===== config.mk =====
export PLATFORM = sky130hd
export DESIGN_NAME = mem_arbiter
export DESIGN_NICKNAME = d
export VERILOG_FILES = /design/src/rtl/mem_arbiter.sv
export SDC_FILE = /design/constraint.sdc
export NUM_CORES = 1
export LEC_CHECK = 0
export CAP_MARGIN = 10
export CELL_PAD_IN_SITES_DETAIL_PLACEMENT = 0
export CELL_PAD_IN_SITES_GLOBAL_PLACEMENT = 1
export CORE_MARGIN = 2
export CORE_UTILIZATION = 30
export CTS_CLUSTER_SIZE = 10
export DETAILED_ROUTE_END_ITERATION = 6
export HOLD_SLACK_MARGIN = 0.15
export PLACE_DENSITY = 0.84
export SYNTH_ARGS = -nofsm -noshare
export SYNTH_HDL_FRONTEND = slang
export SYNTH_SLANG_ARGS = --single-unit

===== constraint.sdc =====
create_clock -name clock -period 3.65 [get_ports clock]
set_input_delay 0.73 -clock clock [delete_from_list [all_inputs] [get_ports clock]]
set_output_delay 0.73 -clock clock [all_outputs]
set_load 0.01 [all_outputs]

===== src/rtl/mem_arbiter.sv =====
// Two-port (CPU / debug) round-robin arbiter in front of a single-ported data memory.
// Fixed three-cycle transaction: grant in IDLE, memory access in ACCESS, ack pulse in RESP.
module mem_arbiter #(
  parameter int unsigned MAX_MEM_INDEX = 127
) (
  input  logic        clock,
  input  logic        reset,

  input  logic        cpu_req,
  input  logic        cpu_we,
  input  logic [31:0] cpu_addr,
  input  logic [31:0] cpu_wdata,
  output logic        cpu_ack,
  output logic [31:0] cpu_rdata,

  input  logic        dbg_req,
  input  logic        dbg_we,
  input  logic [31:0] dbg_addr,
  input  logic [31:0] dbg_wdata,
  output logic        dbg_ack,
  output logic [31:0] dbg_rdata,

  output logic        err,
  output logic        busy,

  output logic        mwr,
  output logic        moe,
  output logic [31:0] ma,
  output logic [31:0] mwd,
  input  logic [31:0] mrd
);

  // state  | meaning
  // IDLE   | waiting for a request; arbitrates and latches the winner
  // ACCESS | memory driven with latched request; read data captured
  // RESP   | one-cycle ack (and err) to the owning port

  typedef enum logic [1:0] {
    ST_IDLE   = 2'd0,
    ST_ACCESS = 2'd1,
    ST_RESP   = 2'd2
  } state_t;

  localparam logic PORT_CPU = 1'b0;
  localparam logic PORT_DBG = 1'b1;

  state_t      state;
  logic        rr_ptr;
  logic        owner;
  logic        we_q;
  logic        fault_q;
  logic [31:0] addr_q;
  logic [31:0] wdata_q;

  logic        grant_dbg;
  logic        sel_we;
  logic [31:0] sel_addr;
  logic [31:0] sel_wdata;

  function automatic logic is_fault(input logic [31:0] a);
    return (a[1:0] != 2'b00) || ({2'b00, a[31:2]} > MAX_MEM_INDEX);
  endfunction

  // Contention goes to the port named by rr_ptr; a lone requester always wins.
  always_comb begin
    grant_dbg = dbg_req;
    if (cpu_req && dbg_req) begin
      grant_dbg = rr_ptr;
    end
    sel_we    = grant_dbg ? dbg_we    : cpu_we;
    sel_addr  = grant_dbg ? dbg_addr  : cpu_addr;
    sel_wdata = grant_dbg ? dbg_wdata : cpu_wdata;
  end

  always_ff @(posedge clock) begin
    if (reset) begin
      state     <= ST_IDLE;
      rr_ptr    <= PORT_CPU;
      owner     <= PORT_CPU;
      we_q      <= 1'b0;
      fault_q   <= 1'b0;
      addr_q    <= '0;
      wdata_q   <= '0;
      cpu_rdata <= '0;
      dbg_rdata <= '0;
      cpu_ack   <= 1'b0;
      dbg_ack   <= 1'b0;
      err       <= 1'b0;
    end else begin
      cpu_ack <= 1'b0;
      dbg_ack <= 1'b0;
      err     <= 1'b0;
      case (state)
        ST_IDLE: begin
          if (cpu_req || dbg_req) begin
            owner   <= grant_dbg;
            rr_ptr  <= ~grant_dbg;
            we_q    <= sel_we;
            addr_q  <= sel_addr;
            wdata_q <= sel_wdata;
            fault_q <= is_fault(sel_addr);
            state   <= ST_ACCESS;
          end
        end
        ST_ACCESS: begin
          if (owner == PORT_DBG) begin
            dbg_rdata <= fault_q ? 32'h0 : mrd;
            dbg_ack   <= 1'b1;
          end else begin
            cpu_rdata <= fault_q ? 32'h0 : mrd;
            cpu_ack   <= 1'b1;
          end
          err   <= fault_q;
          state <= ST_RESP;
        end
        ST_RESP: begin
          state <= ST_IDLE;
        end
        default: begin
          state <= ST_IDLE;
        end
      endcase
    end
  end

  // reset gates the strobe directly so a reset landing mid-ACCESS never writes.
  assign mwr  = (state == ST_ACCESS) && we_q && !fault_q && !reset;
  assign moe  = (state == ST_ACCESS) && !we_q;
  assign ma   = addr_q;
  assign mwd  = wdata_q;
  assign busy = (state != ST_IDLE);

endmodule


==> results.txt <==
Status -> finished clean
Port bufs -> 299
Number of synthesized flops with an enable pin -> 0
Final hold vios -> 0
Post-synthesis xor/xnor area fraction -> 0%
Post-Syn Nets -> 824
Initial DRC Count -> 189
R2R Setup Slk -> 2000 ps
Yosys reg bits -> 137
Leak -> 3.65 nW
Hold Crit Endpoint -> cpu_rdata[7]
# IOs -> 300
Placer Congestion -> 0.758
Main flop type after synthesis -> dfxtp_1
Total gr overflow -> 0
Remaining DRCs -> 0
Worst EP arrival -> 1900 ps
Cell area after synthesis -> 5780 sq um
Worst Reg-to-Reg Cells -> 5
Setup violations, final -> 0
Crit Path Class -> register to primary output
Die Area -> 20400 sq um
DRT antenna net count -> 0
Syn Area/Cell -> 8.79 sq um
Row cnt -> 50
Synth cell types -> 32
Vias per inst -> 4.60
CTS sink count -> 137
DR WL/cell -> 15.3 microns
Overall Power -> 4.46 mW
Mux cell area share after synthesis -> 11.4%
Post-CTS Setup Bufs -> 0
Unrepaired setup endpoints after global routing -> false
Final #Nets -> 1099
Antenna violations before repair -> 0
Main combinational cell family by area after synthesis -> simple AND/OR/NAND/NOR gates
Minimum clock period -> 2630 ps
Clock Skew -> 12.3 ps
Final worst path period share -> 72.1%
Top Layer Used -> met4
Synth Warn # -> 0
Crit end category -> primary output
Terminus of the critical flop-to-flop path -> mwd[24]
Hold Crit Class -> register to register
DR WL met3 -> 1.66 mm
DP Worst Slack -> 1090 ps
Met2 wire len -> 8.94 mm
Worst path required time -> 2920 ps
Share of cells above drive strength 1 -> 7.19%
Synth-to-Final Area Change -> 65.6%
Syn Inst Count -> 658
Power per cell area -> 466 nW/um^2
Synth Area in Compound Gates -> 16.6%
Vias -> 5545
Metal-1 WL -> 7.56 mm
H-tree levels -> 4
Rel. slew slack -> 32.5%
Routed WL -> 18.4 mm
FFs w/ async S/R, synth -> 0%
Clk Latency, worst-skew pair -> 410 ps
Drt pass-1 iters -> 6
Depth of the worst hold-timing path -> 2
Peak VDD IR -> 0.309 mV
All-Layer GR Usage -> 17.9%
Synth Area in Adders -> 0%
Critical R2R Launch -> state[0]
PostCTS Resize Cnt -> 0
Final Max Slew Viols -> 0
Initial Utilization -> 30.7%
Hold_buf cts -> 0
CTS tree -> yes
Clock-pin transition on the worst setup and hold timing paths -> 60 ps
DP HPWL -> 13.1 mm
Hold path startpoint -> cpu_rdata[7]
Max-cap check violation count -> 0
CP Launch Type -> register
Num CTS Buffers -> 17
Core area -> 18800 sq um
Max frequency -> 380 MHz
Sum Neg Setup Slack -> 0 ps
Slew of the pin with the lowest slew margin -> 1010 ps
Die width -> 143 microns
First-pass GRT wire length -> 28.5 mm
Clock Tree Buf Depth -> 2
Seq/Total Area, Yosys -> 47.4%
Inserted Diodes -> 0
Simple-Gate Fraction of Synth Area -> 19.2%
Fin worst setup slack -> 1020 ps
Crit path max fanout -> 7
Die height -> 143 microns
Root buf cell -> clkbuf_16
Vias in the first global route -> 5331
Largest net degree at the start of global routing -> 100
-- worst max-delay path, cell delays in order (launching register included) --
cell and delay (ps):
dfxtp_1 320, nand2b_1 250, nor4b_1 290, clkdlybuf4s50_1 640
-- area by class of cell --
cell class | count | area [sq um]
fill | 1799 | 9250
timing repair buffer | 309 | 3090
multi-input combinational | 463 | 2750
sequential | 137 | 2740
clock buffer | 18 | 439
tap | 260 | 325
clock inverter | 14 | 210
inverter | 5 | 18.8
-- power breakdown --
group	switching, mW	leakage [nW]	internal [mW]
clock network	0.701	0.312	1.18
registers	0.0593	1.12	1.61
logic	0.415	2.22	0.493
total	1.18	3.65	3.28
-- per-layer routing --
metal	GRT usage (%)	vias to the layer above
met2	30.2	226
li1	-	2809
met3	6.64	23
met5	0	-
met4	5.63	0
met1	21.2	2487
-- per-stage QoR --
stage	cells	hold WS (ps)	utilization, %	instance area [sq um]
6_report	1206	452	50.9	9580
5_1_grt	1206	469	50.9	9580
4_1_cts	1206	455	50.9	9580
3_5_place_dp	1174	446	47.4	8930
3_3_place_gp	1174	441	47.4	8930
2_1_floorplan	658	450	-	5780
-- synth_stat cells, types with 2 or more instances --
master | number | area [sq um]
mux2i_1 | 66 | 661
buf_4 | 3 | 22.5
nand2_1 | 130 | 488
a211oi_1 | 48 | 360
nor4_1 | 10 | 62.6
nor3_1 | 2 | 10.0
nand4_1 | 2 | 12.5
clkbuf_1 | 24 | 90.1
buf_2 | 19 | 95.1
inv_1 | 4 | 15.0
nand2b_1 | 2 | 12.5
buf_6 | 2 | 22.5
nor2_1 | 76 | 285
a21oi_1 | 65 | 325
dfxtp_1 | 137 | 2740
nor2b_1 | 32 | 200
buf_8 | 3 | 45.0
a211oi_2 | 18 | 225
clkbuf_4 | 2 | 15.0
-- state kept, by name (all words and copies together), names as in the netlist --
name	flops
state	2
cpu_ack	1
err	1
we_q	1
mwd	32
fault_q	1
ma	32
dbg_ack	1
rr_ptr	1
cpu_rdata	32
owner	1
dbg_rdata	32
-- worst max path at each step --
stage | startpoint | endpoint | cells after the start
global route | state[1] | mwr | 3
detailed placement | reset | dbg_rdata[9] | 4
finish | state[1] | mwr | 3
global placement | reset | dbg_rdata[4] | 4
floorplan | reset | mwr | 2
CTS | state[1] | mwr | 3
-- cells in the final DEF (no fill, tap or decap), types with 10 or more instances in the layout --
cell / instances
nand2_1: 130
dfxtp_1: 137
a211oi_2: 18
mux2i_1: 66
a21oi_1: 65
nor2b_1: 32
nor4_1: 10
nor2_1: 74
clkdlybuf4s50_1: 298
clkbuf_16: 17
a211oi_1: 48
-- kinds of logic (layout without fill, tap and decap cells) --
| logic type | count (synthesis) | after routing |
|---|---|---|
| AOI/OAI and AO/OA | 137 | 137 |
| buffers and inverters | 58 | 346 |
| DFF | 137 | 137 |
| muxes | 66 | 66 |
| and+or+nand+nor | 260 | 260 |
Note: power is estimated with default switching activity, not from simulation.
